==> src/rtl/bin_to_bcd_seq.sv <==
// Sequential double-dabble binary-to-BCD converter, one shift/correct iteration per clock.
// The result and overflow flag are held stable between conversions and update only on the done edge.
module bin_to_bcd_seq #(
    parameter int         IN_W     = 16,
    parameter int         DIGITS   = 4,
    parameter logic [3:0] OVF_CODE = 4'hF,
    parameter bit         AUTO     = 1'b1
) (
    input  logic                  clk,
    input  logic                  rst,
    input  logic [IN_W-1:0]       bin,
    input  logic                  start,
    output logic                  busy,
    output logic                  done,
    output logic [4*DIGITS-1:0]   bcd,
    output logic                  ovf
);

    localparam int BW    = 4 * DIGITS;
    localparam int CNT_W = (IN_W > 1) ? $clog2(IN_W) : 1;

    localparam logic [0:0] IDLE  = 1'b0;
    localparam logic [0:0] SHIFT = 1'b1;

    logic [0:0]       state;
    logic [IN_W-1:0]  binreg;
    logic [BW-1:0]    scratch;
    logic             ovf_s;
    logic [CNT_W-1:0] cnt;

    logic [BW-1:0]    corr;
    logic [BW-1:0]    scratch_nxt;
    logic             ovf_nxt;
    logic             launch;
    logic             last_iter;

    // Correction is done per 4-bit digit; a digit >= 5 doubles into the next decade after +3.
    always_comb begin
        corr = scratch;
        for (int d = 0; d < DIGITS; d++) begin
            if (scratch[4*d +: 4] >= 4'd5) begin
                corr[4*d +: 4] = scratch[4*d +: 4] + 4'd3;
            end
        end
        scratch_nxt = {corr[BW-2:0], binreg[IN_W-1]};
        ovf_nxt     = ovf_s | corr[BW-1];
    end

    assign launch    = AUTO ? 1'b1 : start;
    assign last_iter = (cnt == CNT_W'(IN_W - 1));
    assign busy      = (state == SHIFT);

    always_ff @(posedge clk or posedge rst) begin
        if (rst) begin
            state   <= IDLE;
            binreg  <= '0;
            scratch <= '0;
            ovf_s   <= 1'b0;
            cnt     <= '0;
            done    <= 1'b0;
            bcd     <= '0;
            ovf     <= 1'b0;
        end else begin
            done <= 1'b0;
            case (state)
                IDLE: begin
                    if (launch) begin
                        binreg  <= bin;
                        scratch <= '0;
                        ovf_s   <= 1'b0;
                        cnt     <= '0;
                        state   <= SHIFT;
                    end
                end
                SHIFT: begin
                    scratch <= scratch_nxt;
                    binreg  <= binreg << 1;
                    ovf_s   <= ovf_nxt;
                    cnt     <= cnt + CNT_W'(1);
                    if (last_iter) begin
                        bcd   <= ovf_nxt ? {DIGITS{OVF_CODE}} : scratch_nxt;
                        ovf   <= ovf_nxt;
                        done  <= 1'b1;
                        state <= IDLE;
                    end
                end
                default: state <= IDLE;
            endcase
        end
    end

endmodule
==> config.mk <==
export PLATFORM = sky130hd
export DESIGN_NAME = bin_to_bcd_seq
export DESIGN_NICKNAME = d
export VERILOG_FILES = /design/src/rtl/bin_to_bcd_seq.sv
export SDC_FILE = /design/constraint.sdc
export NUM_CORES = 1
export LEC_CHECK = 0
export ABC_AREA = 1
export BUFFER_PORTS_ARGS = -buffer_cell sky130_fd_sc_hd__buf_2
export CAP_MARGIN = 20
export CORE_MARGIN = 1
export CORE_UTILIZATION = 30
export DETAILED_ROUTE_END_ITERATION = 12
export SYNTH_ARGS = -nofsm -noshare
export SYNTH_HDL_FRONTEND = slang
export SYNTH_SLANG_ARGS = --single-unit
==> constraint.sdc <==
create_clock -name clk -period 3.26 [get_ports clk]
set_clock_uncertainty 0.2 [all_clocks]
set_input_delay 0.326 -clock clk [delete_from_list [all_inputs] [get_ports clk]]
set_output_delay 0.326 -clock clk [all_outputs]
set_load 0.02 [all_outputs]
---- After elaboration in Yosys (flattened, before gate mapping) ----
Index checks and enable logic that the tools add are counted.
Widths: inputs -> output; s select.
operators by class
  $add $sub $neg .......................... 5
  magnitude comparators ................... 4
  equal/unequal tests ..................... 1
  muxes and demuxes ....................... 13
  bitwise gates (word level) .............. 2
  reductions and logical operators ........ 1
operators by type and width
  cell                 number
  $pmux 16 s2          2
  $add 4x2->4 const B  4
  $ge 4x3->1 const B   4
  $mux 16              1
  $mux 4               4
  $pmux 4 s2           1
  $add 4x1->4 const B  1
  $eq 4x4->1 const B   1
  $pmux 1 s2           2
  $mux 1               3
  $reduce_and 2->1     1
  $not 1->1            1
  $or 1x1->1           1
storage, ports and cells
  bits in registers ....................... 56
  bits of input ports ..................... 19
  output and inout bits ................... 19
  word-level logic and storage cells ...... 34

---- Depth between registers and ports, before layout ----
Gate-level depths: netlist of the first run.
  depth in word-level cells ............... 4
  depth in mapped cells ................... 10

---- Least setup slack after synthesis of the first run ----
No wires, ideal clock.
  path type ............................... register -> register
  start point ............................. reg scratch[12]
  end point ............................... reg bcd[1]
  setup time .............................. 0.123 ns
  data arrival time ....................... 1.232 ns
  required time ........................... 2.937 ns
  slack ................................... 1.705 ns
  stages on the path, launching flop included .. 11
  path buffers ............................ 1
  path through ............................ dfrtp_1 > inv_1 > ha_1 > inv_1 > nand2_1 > nand3_2 > nand3_2 > nand2_2 > nand2_4 > buf_6 > nand2_1
on the way
  longest elaborated chain between the ends .. 4
  elaborated cells on any way between the ends .. 5
  classes of those cells .................. 1 x add/sub; 1 x order compare; 2 x mux; 1 x bitwise
RTL lines
  element                                    line    RTL
  start, declared                            27      logic [BW-1:0] scratch;
  start signal, assigned                     76      scratch <= scratch_nxt;
  $add 4x2->4 or $ge 4x3->1 (tied branches)  42, 41
  $mux 4 *                                   41      if (scratch[4*d +: 4] >= 4'd5) begin
  $or 1x1->1 *                               46      ovf_nxt = ovf_s | corr[BW-1];
  $mux 16 *                                  81      bcd <= ovf_nxt ? {DIGITS{OVF_CODE}} : scratch_nxt;
  end signal, assigned                       81
  end, declared                              15      output logic [4*DIGITS-1:0] bcd,
Mark *: on every way between the ends. The rest lies on a longest branch, timed or not.
A chain may end at the register's enable or synchronous reset.

---- Final worst setup path of the first run ----
  start point ............................. reg cnt[0]
  end point ............................... reg bcd[5]
on the way
  longest elaborated chain between the ends .. 2
RTL lines
  element                            line  RTL
  start, declared                    29    logic [CNT_W-1:0] cnt;
  start signal, assigned             79    cnt <= cnt + CNT_W'(1);
  $eq 4x4->1                         50    assign last_iter = (cnt == CNT_W'(IN_W - 1));
  $reduce_and 2->1 (no source line)  n/a
No other way between the ends.

==> impl.org, run 1 <==
** Worst setup path
- Path type of the worst setup path :: register to register
- Worst Setup End Kind :: register
- Largest stage delay, worst path :: 430 ps
- On the critical path, the stage with the largest delay is an instance of inv_2.
- Worst path bufs/invs :: 2
- STA puts the critical path data required time at about 3300 ps.
- Of all nets on the critical path, the largest fanout is 24.
- Crit path launch type :: register
- At the worst endpoint, the arrival time is 2020 ps.
- Ordered cell list for the critical path :: ha_1, nand2_1, inv_2, nand3_2, inv_2, nand2_4, nand2_1
- Kind of cell with the highest combined delay on the critical path :: simple AND/OR/NAND/NOR gates

** Synth
- Synthesized-area fraction occupied by xor and xnor cells :: 0.342%
- The synthesized netlist devotes 4.21% of its cell area to compound gates.
- After synthesis, the largest family of logic cells by area is simple AND/OR/NAND/NOR gates.
- Counting distinct cell types in the post-synthesis netlist gives 24.
- In this run, synthesis produced a sequential element count of 56.
- Post-Syn Area per Cell :: 8.47 um^2
- Post-synthesis cell area :: 2560 um^2
- During synthesis, Yosys emitted a total of 0 warnings.
- After synthesis, the share of cell area in mux cells is 0%.
- When the netlist entered floorplanning its net count stood at 330.
- Cell count after synthesis :: between 300 and 400
- Sequential cells were found to cover 54.8% of the synthesized design area.
- The synthesized netlist devotes between 20 and 30% of its cell area to simple gates.
- Summing the areas of all fa, ha and maj instances in the mapped netlist gives under 10% of the synthesized area.

** Clock tree
- Number of gates resized after CTS :: 0
- Clock-pin slew was measured on the worst setup and hold paths at roughly 90 ps.
- Hold repair after CTS inserted 0 buffers.
- Clock latency on the worst-skew pair, taken at its later pin, is 300 ps.
- Clock buffers created by TritonCTS :: 5
- After clock tree synthesis, the setup repair step added 0 buffers.
- Total number of H-tree levels :: 2
- Total number of clock tree sinks :: 56
- CTS max path bufs :: 2
- TritonCTS built the clock tree.
- The tree is rooted in a clkbuf_8.

** STA
- The worst pin sits at a relative slew slack of 41.6%.
- Total of endpoints with negative setup slack in the final report :: 0
- Hold_ws :: -0.673 ps
- Final count of hold timing violations :: 1
- Final period util :: 60.8%
- Counting I/O delays and the setup requirement, the final critical path takes 1980 ps.
- Transition time at the pin with the least slew margin :: between 800 and 900 ps
- Summed over all failing endpoints, the final setup total negative slack is 0 ps.
- Unrepaired setup endpoints after global routing :: no
- The final number of max-transition violations was 0.
- For this run, the top clock speed supported by timing is 505 MHz.
- Worst Slack Setup Final :: 1280 ps

** Drt
- DRT Pass-1 Iters :: 4
- In the routed design, unresolved DRC markers number 0.
- Number of violations reported at the end of detailed-routing iteration 0 :: 81
- Average wire per standard cell :: 10.8 um
- After detailed routing, the total wire length is 4.80 mm.
- Via count :: 1928
- Number of vias per cell after detailed routing :: 4.33
- The count of nets left with antenna violations once routing finished came out at 0.

** Global route
- Wire length of the first global-routing pass :: 8.45 mm
- The number of global-route vias before repair came to 1873.
- For this run, the total global-route usage over all layers was measured as 12.0%.
- Pin count of the biggest net entering global routing :: 44
- Number of antenna violations at the first check in global routing :: 0
- Global routing finished with a remaining overflow of 0.

** Layout
- At the end of the flow the core is filled with cells to 35.4%.
- Share of post-route cells with drive strength above 1 :: 16.8%
- The area growth from synthesis to layout is 13.8%.
- Count of nets after finishing :: 367
- Count of antenna diodes in the layout :: 0

** Placement
- The wire-length estimate of the detail-placed layout is between 3 and 4 mm.
- Prior to clock tree synthesis, the placed netlist has a worst setup slack of 1240 ps.
- Last weighted congestion value of the routability-driven placer :: 0.798
- Input and output buffers added on the ports amount to 36.

** Floorplan
- In this run the horizontal extent of the chip is 94.3 um.
- Vertical die dimension :: 94.3 um
- Overall die area :: 8900 um^2
- Ports placed on the boundary :: 38
- In this run the standard cell core region covers 8220 um^2.
- The floorplan has 33 rows.
- Once the floorplan was initialized, standard cells occupied a little under a third of the core.

** Run
- Max cap viols :: 0

** Pwr
- In this run the power density over the cells is 750 nW/um^2.
- For this design the static power due to leakage is 1.65 nW.
- The worst-case IR drop observed on VDD is 0.000215 V.

** Worst hold path
- The tightest min-delay check is of the input port to asynchronous set/reset pin type.

** Run status
- The checks that failed: hold timing.
- Run status :: finished with violations
## logic make-up (layout without fill, tap and decap cells)
logic type,count (synthesis),in the layout
buffers and inverters,43,81
adder cells (fa/ha/maj),9,9
AO/OA/AOI/OAI,21,21
XOR/XNOR,1,1
flip-flops,56,56
AND/OR/NAND/NOR,172,172
## layout make-up
type	instances	area (um^2)
clock buffer	8	90.1
fill	861	5310
inverter	34	128
multi-input combinational	203	957
sequential	56	1400
tap	105	131
timing repair buffer	39	203
## cells in the mapped netlist
master	count	area share (%)
buf_6	4	1.8
nor3_1	1	0.20
buf_4	1	0.29
nor2_1	18	2.6
and2_1	1	0.24
clkinv_1	1	0.15
inv_1	31	4.5
xor2_1	1	0.34
nand3_2	3	1.2
nand2_1	119	17
nand3_1	16	3.1
dfrtp_1	56	55
nand2_2	1	0.24
inv_2	2	0.29
or2_2	4	0.98
clkbuf_1	1	0.15
a21boi_0	1	0.29
o21ai_1	2	0.39
a21oi_1	5	0.98
nand2_4	1	0.44
nand4_1	8	2.0
buf_2	3	0.59
o21ai_0	13	2.5
ha_1	9	4.4
## cell usage in the layout, fill, tap and decap left out, drive strengths merged, types with 4 or more instances in the layout
master / n
o21ai: 15
or2: 4
clkbuf: 8
a21oi: 5
nand2: 121
nor2: 18
dfrtp: 56
inv: 33
nand4: 8
ha: 9
buf: 39
nand3: 19
## where the power goes
part,switching [mW],leakage [nW],internal (mW)
Sequential,0.102,0.701,0.868
Clock,0.213,0.0455,0.174
Combinational,0.532,0.901,0.292
## registers in the layout, summed over array words and instances, names as in the netlist
name and count:
binreg 16, cnt 4, ovf 1, bcd 16, ovf_s 1, done 1, scratch 16, busy 1
## final timing paths
| kind | slack (ps) | start | cells after the start | to |
|---|---|---|---|---|
| max | 1280 | cnt[0]$_DFF_PP0_ | 7 | bcd[5]$_DFFE_PP0P_ |
| min | -0.7 | rst | 2 | binreg[6]$_DFF_PP0_ |
| max reg2reg | 1280 | cnt[0]$_DFF_PP0_ | 7 | bcd[5]$_DFFE_PP0P_ |
| min reg2reg | 260 | binreg[14]$_DFF_PP0_ | 2 | binreg[15]$_DFF_PP0_ |
| max in group asynchronous | 2120 | rst | 3 | bcd[6]$_DFFE_PP0P_ |
| min in group clk | 10 | bin[7] | 3 | binreg[7]$_DFF_PP0_ |
## stage by stage
step / std cells / area, um^2 / hold slack [ps] / total power, mW
after floorplan: 302 / 2560 / 221 / 1.59
after global placement: 437 / 2820 / 232 / 1.79
after detailed placement: 437 / 2820 / 238 / 1.82
after CTS: 445 / 2910 / 1.81 / 2.21
after global routing: 445 / 2910 / 9.78 / 2.38
final: 445 / 2910 / -0.673 / 2.18
## metal layers
metal	part of all wire, %	vias to the layer above	track usage [%]
met1	46	884	15.0
met5	0	-	0
met3	4.6	5	3.06
met4	0.88	0	3.08
met2	48	34	20.8
li1	-	1005	-
(Power assumes the default switching activity.)
==> inputs of run 2 (changes only) <==
clock period = 1.9 ns   (was 3.26 ns; I/O delays follow)
==> run 2 against run 1 <==
Net effect:
- the run now ends clean
- sequential power is 73% higher
- global-route usage is 1.5 points higher
- die area stayed put
- total power is 75% higher
- maximum frequency is 14% higher
- register-to-register slack worse by 1100 ps
- first-iteration DRC count is 37% higher
- core utilization is 2.8 points higher
- worst hold slack better by 260 ps
- critical path type unchanged
- largest cell class unchanged
==> impl.org, run 2 (synthesis results as in run 1) <==
** Run status
- Run status :: finished clean (was finished with violations)

** STA
- The timing-limited maximum frequency is 578 MHz (was 505 MHz).
- Final count of hold timing violations :: 0 (was 1)
- Slew Limit Headroom :: 79.4% (was 41.6%)
- Total of endpoints with negative setup slack in the final report :: 0 (unchanged)
- Final count of pins violating max slew :: 0 (unchanged)
- The slew at the pin closest to its max-slew limit is 309 ps (was 875 ps).
- Final period util :: 91.1% (was 60.8%)
- Unrepaired setup endpoints after global routing: no (unchanged).
- Final total negative setup slack :: 0 ps (unchanged)
- The minimum clock period after layout came to 1730 ps (was 1980 ps).
- Hold_ws :: 256 ps (was -0.673 ps)

** Placement
- Post-Place Cells :: 442 (was 437)
- Count of port buffers added during placement :: 36 (unchanged)
- Last weighted congestion value of the routability-driven placer :: 0.804 (was 0.798)
- The post-place instance area is 2870 um^2 (was 2820 um^2).
- The detailed-placement wirelength estimate was 3.37 mm (was 3.28 mm).

** Layout
- Count of antenna diodes in the layout :: 0 (unchanged)
- The fill cell instance count of the final layout was 842 (was 861).
- Non-filler cells in the finished layout :: 466 (was 445)
- The most frequent standard cell in the layout excluding fill and tap cells is nand2_1 (unchanged).
- Largest registers: bcd: 16 flops, binreg: 16 flops, scratch: 16 flops (unchanged).
- Area taken by multi-input logic gates :: 957 um^2 (unchanged)
- Area used by sequential logic in the layout :: 1400 um^2 (unchanged)
- Share of post-route cells with drive strength above 1 :: 17.5% (was 16.8%)
- The layout overhead on the synthesized area is 22.7% (was 13.8%).
- Fin area :: 3140 um^2 (was 2910 um^2)
- Most frequent cells in the layout: nand2_1, dfrtp_1, buf_2, inv_1, nor2_1 (unchanged).
- Count of nets after finishing :: 389 (was 367)

** Floorplan
- Core Box Area :: 8220 um^2 (unchanged)
- Width of the die :: 94.3 um (unchanged)
- Vertical die dimension :: 94.3 um (unchanged)
- Ports placed on the boundary :: 38 (unchanged)
- Effective utilization at floorplan :: 31.1% (unchanged)
- The overall die area was 8900 um^2 (unchanged).
- The site row count was 33 (unchanged).

** Clock tree
- CTS max path bufs :: 2 (unchanged)
- Clock edge transition at the registers on the reported setup and hold paths :: 100 ps (was 90 ps)
- Hold-fix buffers at CTS :: 17 (was 0)
- The TritonCTS clock tree is built (unchanged).
- The maximum level of the CTS H-tree is 2 (unchanged).
- The root buffer selected by CTS was clkbuf_8 (unchanged).
- The number of sinks driven by the clock tree was 56 (unchanged).
- Post-CTS Setup Repair Bufs :: 0 (unchanged)
- Clock buffers created by TritonCTS :: 5 (unchanged)
- Clk Latency, worst-skew pair :: 300 ps (about the same)
- Number of gates resized after CTS :: 0 (unchanged)

** Worst setup path
- Ordered cell list for the critical path: inv_1, ha_1, inv_1, nand2_1, nand3_2, nand3_2, nand2_2, nand2_4, nand2_1 (was ha_1, nand2_1, inv_2, nand3_2, inv_2, nand2_4, nand2_1).
- R2R Path Start :: scratch[12]$_DFF_PP0_ (was cnt[0]$_DFF_PP0_)
- The critical-path cell with the highest stage delay is dfrtp_1 (was inv_2).
- Largest stage delay, worst path :: 410 ps (was 430 ps)
- Kind of cell with the highest combined delay on the critical path :: simple AND/OR/NAND/NOR gates (unchanged)
- The worst path required time came to 1890 ps (was 3300 ps).
- Crit path launch :: scratch[12]$_DFF_PP0_ (was cnt[0]$_DFF_PP0_)
- The kind of end point of the critical path is a register (unchanged).
- The number of cells on the critical path is 9 (was 7).
- The number of cells on the worst reg-to-reg path is 9 (was 7).
- The kind of start point of the critical path is a register (unchanged).
- Critical-path maximum fanout :: 17 (was 24)
- The buffering stage count on the worst path with inverters included is 2 (unchanged).
- The type of the worst setup path is register to register (unchanged).
- Data arrival time of the worst path :: 1720 ps (was 2020 ps)

** Pwr
- The worst ir drop on vdd came to 0.000374 V (was 0.000215 V).
- Sum of internal, switching and leakage power :: 3.81 mW (was 2.18 mW)
- Pwr Density :: 1210 nW/um^2 (was 750 nW/um^2)
- The leakage power total came to 1.75 nW (was 1.65 nW).

** Drt
- Number of violations reported at the end of detailed-routing iteration 0 :: 111 (was 81)
- The detailed-route DRC error count was 0 (unchanged).
- Average wire per standard cell :: 11.0 um (was 10.8 um)
- Number of vias per cell after detailed routing :: 4.47 (was 4.33)
- The number of detailed-routing iterations run before antenna repair is 4 (unchanged).
- The number of vias after detailed routing is 2082 (was 1928).
- The residual antenna-violating net count after detailed routing is 0 (unchanged).
- Post-detailed-routing wire length :: 5.11 mm (was 4.80 mm)

** Worst hold path
- In this run the most critical hold path is launched from binreg[14]$_DFF_PP0_.
- Along the worst hold path, the cell count comes to 2.
- The type of the most critical hold path is register to register (was input port to asynchronous set/reset pin).

** Global route
- The number of global-route vias before repair is 2156 (was 1873).
- The maximum number of pins on one net before global-route repair came to 57 (was 44).
- The total global routing overflow was 0 (unchanged).
- The initial antenna violation count is 0 (unchanged).
- The global-route wire length before repair came to 9.45 mm (was 8.45 mm).
- Total global-route track usage :: 13.6% (was 12.0%)

** Run
- Max cap viols :: 0 (unchanged)
==> run 2: tightest hold or removal path: stages, from the launching register on <==
cell	delay, ps
dfrtp_1	330
nand2_1	50
nand2_1	50
==> run 2: where the power goes <==
group | internal [mW] | total (mW) | switching (mW)
Sequential | 1.49 | 1.68 | 0.185
Clock | 0.326 | 0.692 | 0.366
Combinational | 0.527 | 1.44 | 0.916
==> run 2: through the flow <==
| step | utilization (%) | setup slack (ps) |
|---|---|---|
| after floorplan | - | 139 |
| after global placement | 34.9 | 213 |
| final | 38.2 | 169 |
| after CTS | 38.2 | 159 |
| after global routing | 38.2 | 9.37 |
| after detailed placement | 34.9 | 177 |
==> run 2: cell type report <==
class	instances	share of cell area, %
inverters	34	4.07
flip-flops and latches	56	44.7
repair buffers	61	13.5
clock buffers	7	3.07
well taps	105	4.19
multi-input cells	203	30.5
==> run 2: final timing paths <==
path	to	slack (ps)
hold reg to reg	binreg[15]$_DFF_PP0_	260
setup reg to reg	bcd[4]$_DFFE_PP0P_	170
max in group asynchronous	scratch[6]$_DFF_PP0_	980
hold / removal	binreg[15]$_DFF_PP0_	260
min in group asynchronous	binreg[8]$_DFF_PP0_	270
setup / recovery	bcd[4]$_DFFE_PP0P_	170
==> run 2: layer usage <==
metal,vias up,wire length (um),track usage (%)
met2,36,2490,24.7
li1,1046,-,-
met5,-,0,0
met1,995,2350,15.7
met3,5,211,3.30
met4,0,54,3.85
